File: config.mk
export PLATFORM = sky130hd
export DESIGN_NAME = mem_arbiter
export DESIGN_NICKNAME = d
export VERILOG_FILES = /design/src/rtl/mem_arbiter_pkg.sv /design/src/rtl/mem_arbiter_byte_lane_assembler.sv /design/src/rtl/mem_arbiter.sv
export SDC_FILE = /design/constraint.sdc
export NUM_CORES = 1
export LEC_CHECK = 0
export CAP_MARGIN = 20
export CORE_ASPECT_RATIO = 0.7
export CORE_MARGIN = 4
export CORE_UTILIZATION = 35
export CTS_CLUSTER_DIAMETER = 200
export DETAILED_ROUTE_END_ITERATION = 8
export SYNTH_ARGS = -nofsm -noshare
export SYNTH_HDL_FRONTEND = slang
export SYNTH_SLANG_ARGS = --single-unit
File: constraint.sdc
create_clock -name clk_in -period 4.8 [get_ports clk_in]
set_clock_uncertainty 0.1 [all_clocks]
set_input_delay 0.48 -clock clk_in [delete_from_list [all_inputs] [get_ports clk_in]]
set_output_delay 0.48 -clock clk_in [all_outputs]
set_load 0.01 [all_outputs]
File: src/rtl/mem_arbiter_pkg.sv
// Shared constants for the memory arbiter: FSM states, grant owner, access size codes
// and the IO region, plus the beat-count rule.
package mem_arbiter_pkg;

    typedef enum logic [1:0] {
        ST_IDLE  = 2'd0,
        ST_READ  = 2'd1,
        ST_WRITE = 2'd2
    } state_e;

    typedef enum logic {
        GNT_IF  = 1'b0,
        GNT_MEM = 1'b1
    } grant_e;

    localparam logic [1:0] SIZE_BYTE = 2'd0;
    localparam logic [1:0] SIZE_HALF = 2'd1;
    localparam logic [1:0] SIZE_WORD = 2'd2;

    // Byte address bits [17:16] of an IO access.
    localparam logic [1:0] IO_REGION = 2'b11;

    function automatic logic [2:0] beat_count(input grant_e grant, input logic [1:0] size);
        logic [2:0] n;
        if (grant == GNT_IF) begin
            n = 3'd4;
        end else begin
            case (size)
                SIZE_BYTE: n = 3'd1;
                SIZE_HALF: n = 3'd2;
                default:   n = 3'd4;
            endcase
        end
        return n;
    endfunction

endpackage

File: src/rtl/mem_arbiter_byte_lane_assembler.sv
// Collects read bytes into their little-endian lanes and presents the zero-extended result,
// with the byte currently on the bus already merged in.
module byte_lane_assembler
    import mem_arbiter_pkg::*;
(
    input  logic        clk_in,
    input  logic        rst_in,
    input  logic        capture,
    input  logic [1:0]  lane,
    input  logic [7:0]  din,
    input  logic [1:0]  size,
    output logic [31:0] result
);

    logic [31:0] bytes_q, bytes_d;
    logic [31:0] merged;

    // NOTE: every variable driven here gets a default first, so no path can infer a latch.
    always_comb begin
        merged = bytes_q;
        merged[{lane, 3'b000} +: 8] = din;
        bytes_d = capture ? merged : bytes_q;
        case (size)
            SIZE_BYTE: result = {24'd0, merged[7:0]};
            SIZE_HALF: result = {16'd0, merged[15:0]};
            default:   result = merged;
        endcase
    end

    // NOTE: this is a plain register (not a RAM), so it is reset like any other flop.
    always_ff @(posedge clk_in or negedge rst_in) begin
        if (!rst_in) begin
            bytes_q <= '0;
        end else begin
            bytes_q <= bytes_d;
        end
    end

endmodule

File: src/rtl/mem_arbiter.sv
// Arbitrates an instruction-fetch port and a data port onto a byte-wide RAM with a
// one-cycle read latency, splitting each access into little-endian byte beats.
module mem_arbiter
    import mem_arbiter_pkg::*;
#(
    parameter int unsigned MEM_FIRST = 1
) (
    input  logic        clk_in,
    input  logic        rst_in,
    input  logic        rdy_in,
    input  logic [7:0]  ram_din,
    output logic [7:0]  ram_dout,
    output logic [31:0] ram_addr,
    output logic        ram_wr,
    input  logic        io_buffer_full,
    input  logic        if_req,
    input  logic [31:0] if_addr,
    input  logic        if_cancel,
    output logic        if_done,
    output logic [31:0] if_data,
    input  logic        mem_req,
    input  logic        mem_we,
    input  logic [1:0]  mem_size,
    input  logic [31:0] mem_addr,
    input  logic [31:0] mem_wdata,
    output logic        mem_done,
    output logic [31:0] mem_rdata,
    output logic        busy
);

    state_e      state_q, state_d;
    grant_e      grant_q, grant_d;
    logic [2:0]  cnt_q, cnt_d;
    logic [31:0] base_q, base_d;
    logic [1:0]  size_q, size_d;
    logic [31:0] wdata_q, wdata_d;
    logic        if_done_q, if_done_d;
    logic        mem_done_q, mem_done_d;
    logic [31:0] if_data_q, if_data_d;
    logic [31:0] mem_rdata_q, mem_rdata_d;

    logic [2:0]  n_beats, addr_idx;
    logic [31:0] beat_addr, assembled;
    logic        capture, write_ok, if_ok, mem_ok;

    assign n_beats = beat_count(grant_q, size_q);

    // While reading, cnt_q counts issued addresses. On a stall (and on the final capture
    // cycle) the bus points back at the in-flight byte so the RAM keeps returning it.
    always_comb begin
        addr_idx = cnt_q;
        if (state_q == ST_READ && cnt_q != 3'd0 && (!rdy_in || cnt_q == n_beats)) begin
            addr_idx = cnt_q - 3'd1;
        end
    end

    assign beat_addr = base_q + {29'd0, addr_idx};
    assign write_ok  = (state_q == ST_WRITE) && rdy_in &&
                       !((beat_addr[17:16] == IO_REGION) && io_buffer_full);
    assign capture   = (state_q == ST_READ) && rdy_in && (cnt_q != 3'd0);

    byte_lane_assembler u_assembler (
        .clk_in  (clk_in),
        .rst_in  (rst_in),
        .capture (capture),
        .lane    (cnt_q[1:0] - 2'd1),
        .din     (ram_din),
        .size    (size_q),
        .result  (assembled)
    );

    assign ram_addr  = (state_q == ST_IDLE) ? '0 : beat_addr;
    assign ram_wr    = write_ok;
    assign ram_dout  = (state_q == ST_WRITE) ? wdata_q[{cnt_q[1:0], 3'b000} +: 8] : 8'd0;
    assign if_done   = if_done_q;
    assign if_data   = if_data_q;
    assign mem_done  = mem_done_q;
    assign mem_rdata = mem_rdata_q;
    assign busy      = (state_q != ST_IDLE);

    // A port that is seeing its done pulse still holds its request; ignore it that cycle.
    assign mem_ok = mem_req && !mem_done_q;
    assign if_ok  = if_req && !if_done_q && !if_cancel;

    always_comb begin
        state_d     = state_q;
        grant_d     = grant_q;
        cnt_d       = cnt_q;
        base_d      = base_q;
        size_d      = size_q;
        wdata_d     = wdata_q;
        if_data_d   = if_data_q;
        mem_rdata_d = mem_rdata_q;
        if_done_d   = 1'b0;
        mem_done_d  = 1'b0;
        if (rdy_in) begin
            case (state_q)
                ST_IDLE: begin
                    cnt_d = 3'd0;
                    if (mem_ok && (MEM_FIRST != 0 || !if_ok)) begin
                        grant_d = GNT_MEM;
                        base_d  = mem_addr;
                        size_d  = mem_size;
                        wdata_d = mem_wdata;
                        state_d = mem_we ? ST_WRITE : ST_READ;
                    end else if (if_ok) begin
                        grant_d = GNT_IF;
                        base_d  = if_addr;
                        size_d  = SIZE_WORD;
                        state_d = ST_READ;
                    end
                end
                ST_READ: begin
                    if (grant_q == GNT_IF && if_cancel) begin
                        state_d = ST_IDLE;
                    end else if (cnt_q == n_beats) begin
                        state_d = ST_IDLE;
                        if (grant_q == GNT_IF) begin
                            if_data_d = assembled;
                            if_done_d = 1'b1;
                        end else begin
                            mem_rdata_d = assembled;
                            mem_done_d  = 1'b1;
                        end
                    end else begin
                        cnt_d = cnt_q + 3'd1;
                    end
                end
                ST_WRITE: begin
                    if (write_ok) begin
                        if (cnt_q == n_beats - 3'd1) begin
                            state_d    = ST_IDLE;
                            mem_done_d = 1'b1;
                        end else begin
                            cnt_d = cnt_q + 3'd1;
                        end
                    end
                end
                default: state_d = ST_IDLE;
            endcase
        end
    end

    // NOTE: sequential state uses non-blocking assignments so every flop samples pre-edge values.
    always_ff @(posedge clk_in or negedge rst_in) begin
        if (!rst_in) begin
            state_q     <= ST_IDLE;
            grant_q     <= GNT_IF;
            cnt_q       <= '0;
            base_q      <= '0;
            size_q      <= '0;
            wdata_q     <= '0;
            if_done_q   <= 1'b0;
            mem_done_q  <= 1'b0;
            if_data_q   <= '0;
            mem_rdata_q <= '0;
        end else begin
            state_q     <= state_d;
            grant_q     <= grant_d;
            cnt_q       <= cnt_d;
            base_q      <= base_d;
            size_q      <= size_d;
            wdata_q     <= wdata_d;
            if_done_q   <= if_done_d;
            mem_done_q  <= mem_done_d;
            if_data_q   <= if_data_d;
            mem_rdata_q <= mem_rdata_d;
        end
    end

endmodule

==> summary.txt <==
Synth
  – Synth top area share: 0.496
  – Post-synth top cells: dfrtp_1 (170), nand2_1 (136), o21ai_0 (78), nor2_1 (44), mux2_2 (42)
  – Mapped Area: 0.00858 mm^2
  – Count leader, synth: dfrtp_1
  – Mapped Cells: 845
  – Synth top area cells: dfrtp_1 (50%), nand2_1 (5.9%), mux2_2 (5.5%), o21ai_0 (4.5%), mux2i_1 (4.2%)
  – Synth Flop Type: dfrtp_1
  – Async SR Flop Fraction: 1.00
  – Synthesized Nets: 975
  – Warnings from Yosys: 0
  – Average size of a mapped cell: 10.2 um^2
  – Seq/Total Area, Yosys: 0.496
  – Number of synthesized register bits: 170
  – Number of synthesized flops with an enable pin: 0
  – Synth unique cells: 55
  – Largest area contributor in the netlist: dfrtp_1

Worst setup path
  – Crit end category: primary output
  – Startpoint types: register
  – CP Launch Point: size_q[1]
  – Worst Path Max Fanout: 4
  – Crit-path slowest cell: or4_4
  – Crit-path max cell delay: 0.42 ns
  – RR Startpoint: size_q[1]
  – Crit path depth: 17
  – Top delay family on crit path: simple AND/OR/NAND/NOR gates
  – Most frequent cell on the critical path: buf_4
  – R2R Setup Slk: 0.39 ns
  – Critical path class: register to primary output
  – Critical path, cell by cell: or3b_4 -> or4_4 -> and2_4 -> a221oi_2 -> buf_4 -> xnor2_2 -> ha_2 -> inv_2 -> fa_2 -> nor2b_2 -> buf_4 -> o21ba_4 -> nand4_1 -> buf_4 -> or3_1 -> a21oi_2 -> buf_2
  – Worst Path Arrival: 4.31 ns
  – Critical path required time: 4.22 ns
  – R2r endpoint: state_q[0]
  – WP buf/inv: 5
  – R2R depth: 14

Die
  – Initial Util: 0.359
  – I/O Pins: 222
  – Die height: 139 um
  – Std cell rows: 47
  – Core Area: 0.0239 mm^2
  – Die area: 0.0271 mm^2
  – Chip Width: 195 um

STA
  – Unrepaired setup endpoints after global routing: true
  – Worst hold slack: -0.0113 ns
  – Hold Fails Final Rpt: 6
  – Pins over their slew limit: 0
  – Highest clock rate: 204 MHz
  – Period minus WS final: 4.89 ns
  – Final period util: 1.02
  – Setup_tns: -0.253 ns
  – Slew margin rel.: 0.308
  – Post-route setup slack: -0.0940 ns
  – Final setup vio count: 3
  – Worst-margin pin slew: 1.03 ns

Power
  – Total leakage power: 5.27 nW
  – PD cells: 504 mW/mm^2
  – Tot Pwr: 0.00598 W
  – VDD IR max: 0.000311 V

Clocking
  – Clock buffer count from CTS: 17
  – Worst-path clk slew: 0.07 ns
  – CTS tree: yes
  – CTS root buf: clkbuf_16
  – CTS Hold Buffers Added: 0
  – TritonCTS Sinks: 170
  – H-tree depth: 4
  – Clk_lat worst skew: 0.43 ns
  – Clock Tree Buf Depth: 2

Final layout
  – NumNets Final: 1201
  – Fillcell total: 2295
  – Share of post-route cells with drive strength above 1: 0.175
  – Final instance area: 0.0119 mm^2
  – Area growth from synthesis to layout: 38.3%

Hold path
  – Hold Path Class: primary input to async pin

Outcome
  – Failing checks: hold timing, setup timing
  – Status: complete, but fails checks

Placed design
  – Port bufs: 221
  – DP Area: 0.0112 mm^2
  – Hpwl dp: 17900 um
  – GPL Wtd Cong: 0.800

Global route
  – Vias in the first global route: 6924
  – Initial antenna violation count: 1
  – Tot GR Track Use: 0.183
  – First-pass GRT wire length: 39700 um
  – Largest net degree at the start of global routing: 97
  – Grt ovf: 0

Detailed routing
  – 1st-iter DRT viols: 268
  – Routed Wire Length: 24600 um
  – Residual DRC: 0
  – Via Count: 6903
  – DR pass1 iterations: 5
  – Vias per std cell: 4.92
  – Routed Antenna Nets: 0
  – Routed len/inst: 17.5 um

Job
  – Max-Cap Viols: 0
[stage by stage]
step / utilization / setup WS (ns) / cells
2_1_floorplan: - / 0.285 / 845
3_3_place_gp: 0.471 / -0.0974 / 1366
3_5_place_dp: 0.471 / -0.167 / 1366
4_1_cts: 0.497 / -0.105 / 1400
5_1_grt: 0.497 / -0.333 / 1403
6_report: 0.497 / -0.0940 / 1403
[report_power, final]
group / switching [W] / internal, W / leakage [nW] / total [W]
logic: 0.00122 / 0.00119 / 2.74 / 0.00241
registers: 0.000318 / 0.00183 / 2.24 / 0.00215
clock network: 0.000625 / 0.000793 / 0.291 / 0.00142
total: 0.00217 / 0.00381 / 5.27 / 0.00598
[metal layers]
| metal | vias up | track usage | share of wire |
|---|---|---|---|
| li1 | 3373 | - | - |
| met3 | 22 | 0.0529 | 0.063 |
| met1 | 3319 | 0.295 | 0.54 |
| met2 | 189 | 0.236 | 0.38 |
| met4 | 0 | 0.0430 | 0.011 |
| met5 | - | 0 | 0 |
[registers in the layout, summed over array words and instances, names as in the netlist]
name	flops
cnt_q	3
u_assembler.bytes_q	32
base_q	32
if_data	32
if_done	1
state_q	2
size_q	2
wdata_q	32
mem_done	1
grant_q	1
mem_rdata	32
[final cells by class]
cell class	count	area, um^2	share of cell area
timing repair buffer	261	2420	0.204
sequential	170	4250	0.358
multi-input combinational	587	4070	0.343
clock inverter	14	163	0.0137
clock buffer	18	439	0.0370
antenna	1	2.50	0.000211
inverter	34	128	0.0108
tap	318	398	0.0335
[worst register-to-register path, stage by stage, from the launching register on]
cell	delay [ns]
dfrtp_1	0.38
or3b_4	0.41
or4_4	0.42
and2_4	0.16
a221oi_2	0.21
buf_4	0.19
nand2_1	0.09
xnor2_2	0.14
ha_2	0.33
nor2_1	0.07
or3b_4	0.40
or4_4	0.42
a221o_1	0.41
o2111ai_1	0.19
mux2_2	0.37
[worst max path at each step]
stage | slack [ns] | to
detailed placement | -0.17 | ram_addr[28]
global route | -0.33 | ram_addr[26]
finish | -0.09 | ram_addr[28]
global placement | -0.1 | ram_wr
floorplan | 0.29 | ram_wr
CTS | -0.11 | ram_addr[28]
[cells by family (layout without fill, tap and decap cells)]
| family | after synthesis | count (layout) | share of synthesized area |
|---|---|---|---|
| AND/OR/NAND/NOR | 273 | 273 | 0.149 |
| multiplexers | 94 | 94 | 0.132 |
| flip-flops | 170 | 170 | 0.496 |
| other | 0 | 1 | 0 |
| XOR/XNOR | 27 | 27 | 0.0276 |
| AO/OA/AOI/OAI | 177 | 177 | 0.127 |
| buffers and inverters | 88 | 327 | 0.0442 |
| adder cells (fa/ha/maj) | 16 | 16 | 0.0242 |
[repair_timing]
action / in CTS / in global routing
gates resized for setup: 80 / 37
setup endpoints to repair: 29 / 29
cloned: 0 / 0
pin swaps: 11 / 7
setup buffers: 3 / 2
endpoints found under the hold margin: 0 / 0
[cell usage in the layout, fill, tap and decap left out, types with 3 or more instances in the layout]
cell / instances
nand4_1: 9
clkbuf_2: 9
ha_1: 13
buf_4: 38
nor2b_1: 19
clkdlybuf4s50_1: 190
or3_1: 4
dlygate4sd2_1: 3
nand3_1: 12
and2_4: 3
nand3b_1: 3
o21ai_1: 20
mux2i_1: 35
inv_6: 5
mux4_2: 8
dfrtp_1: 170
o21ai_2: 5
and3_1: 4
mux2_4: 8
buf_2: 14
a22o_1: 32
and4_1: 3
xor2_1: 16
a21oi_1: 24
or4_4: 4
o21ai_0: 77
o31ai_1: 3
nand2_1: 136
nor2_1: 42
and2_1: 13
inv_1: 32
clkbuf_16: 17
mux2_2: 42
xnor2_1: 9
dlymetal6s2s_1: 4
(Power assumes the default switching activity.)
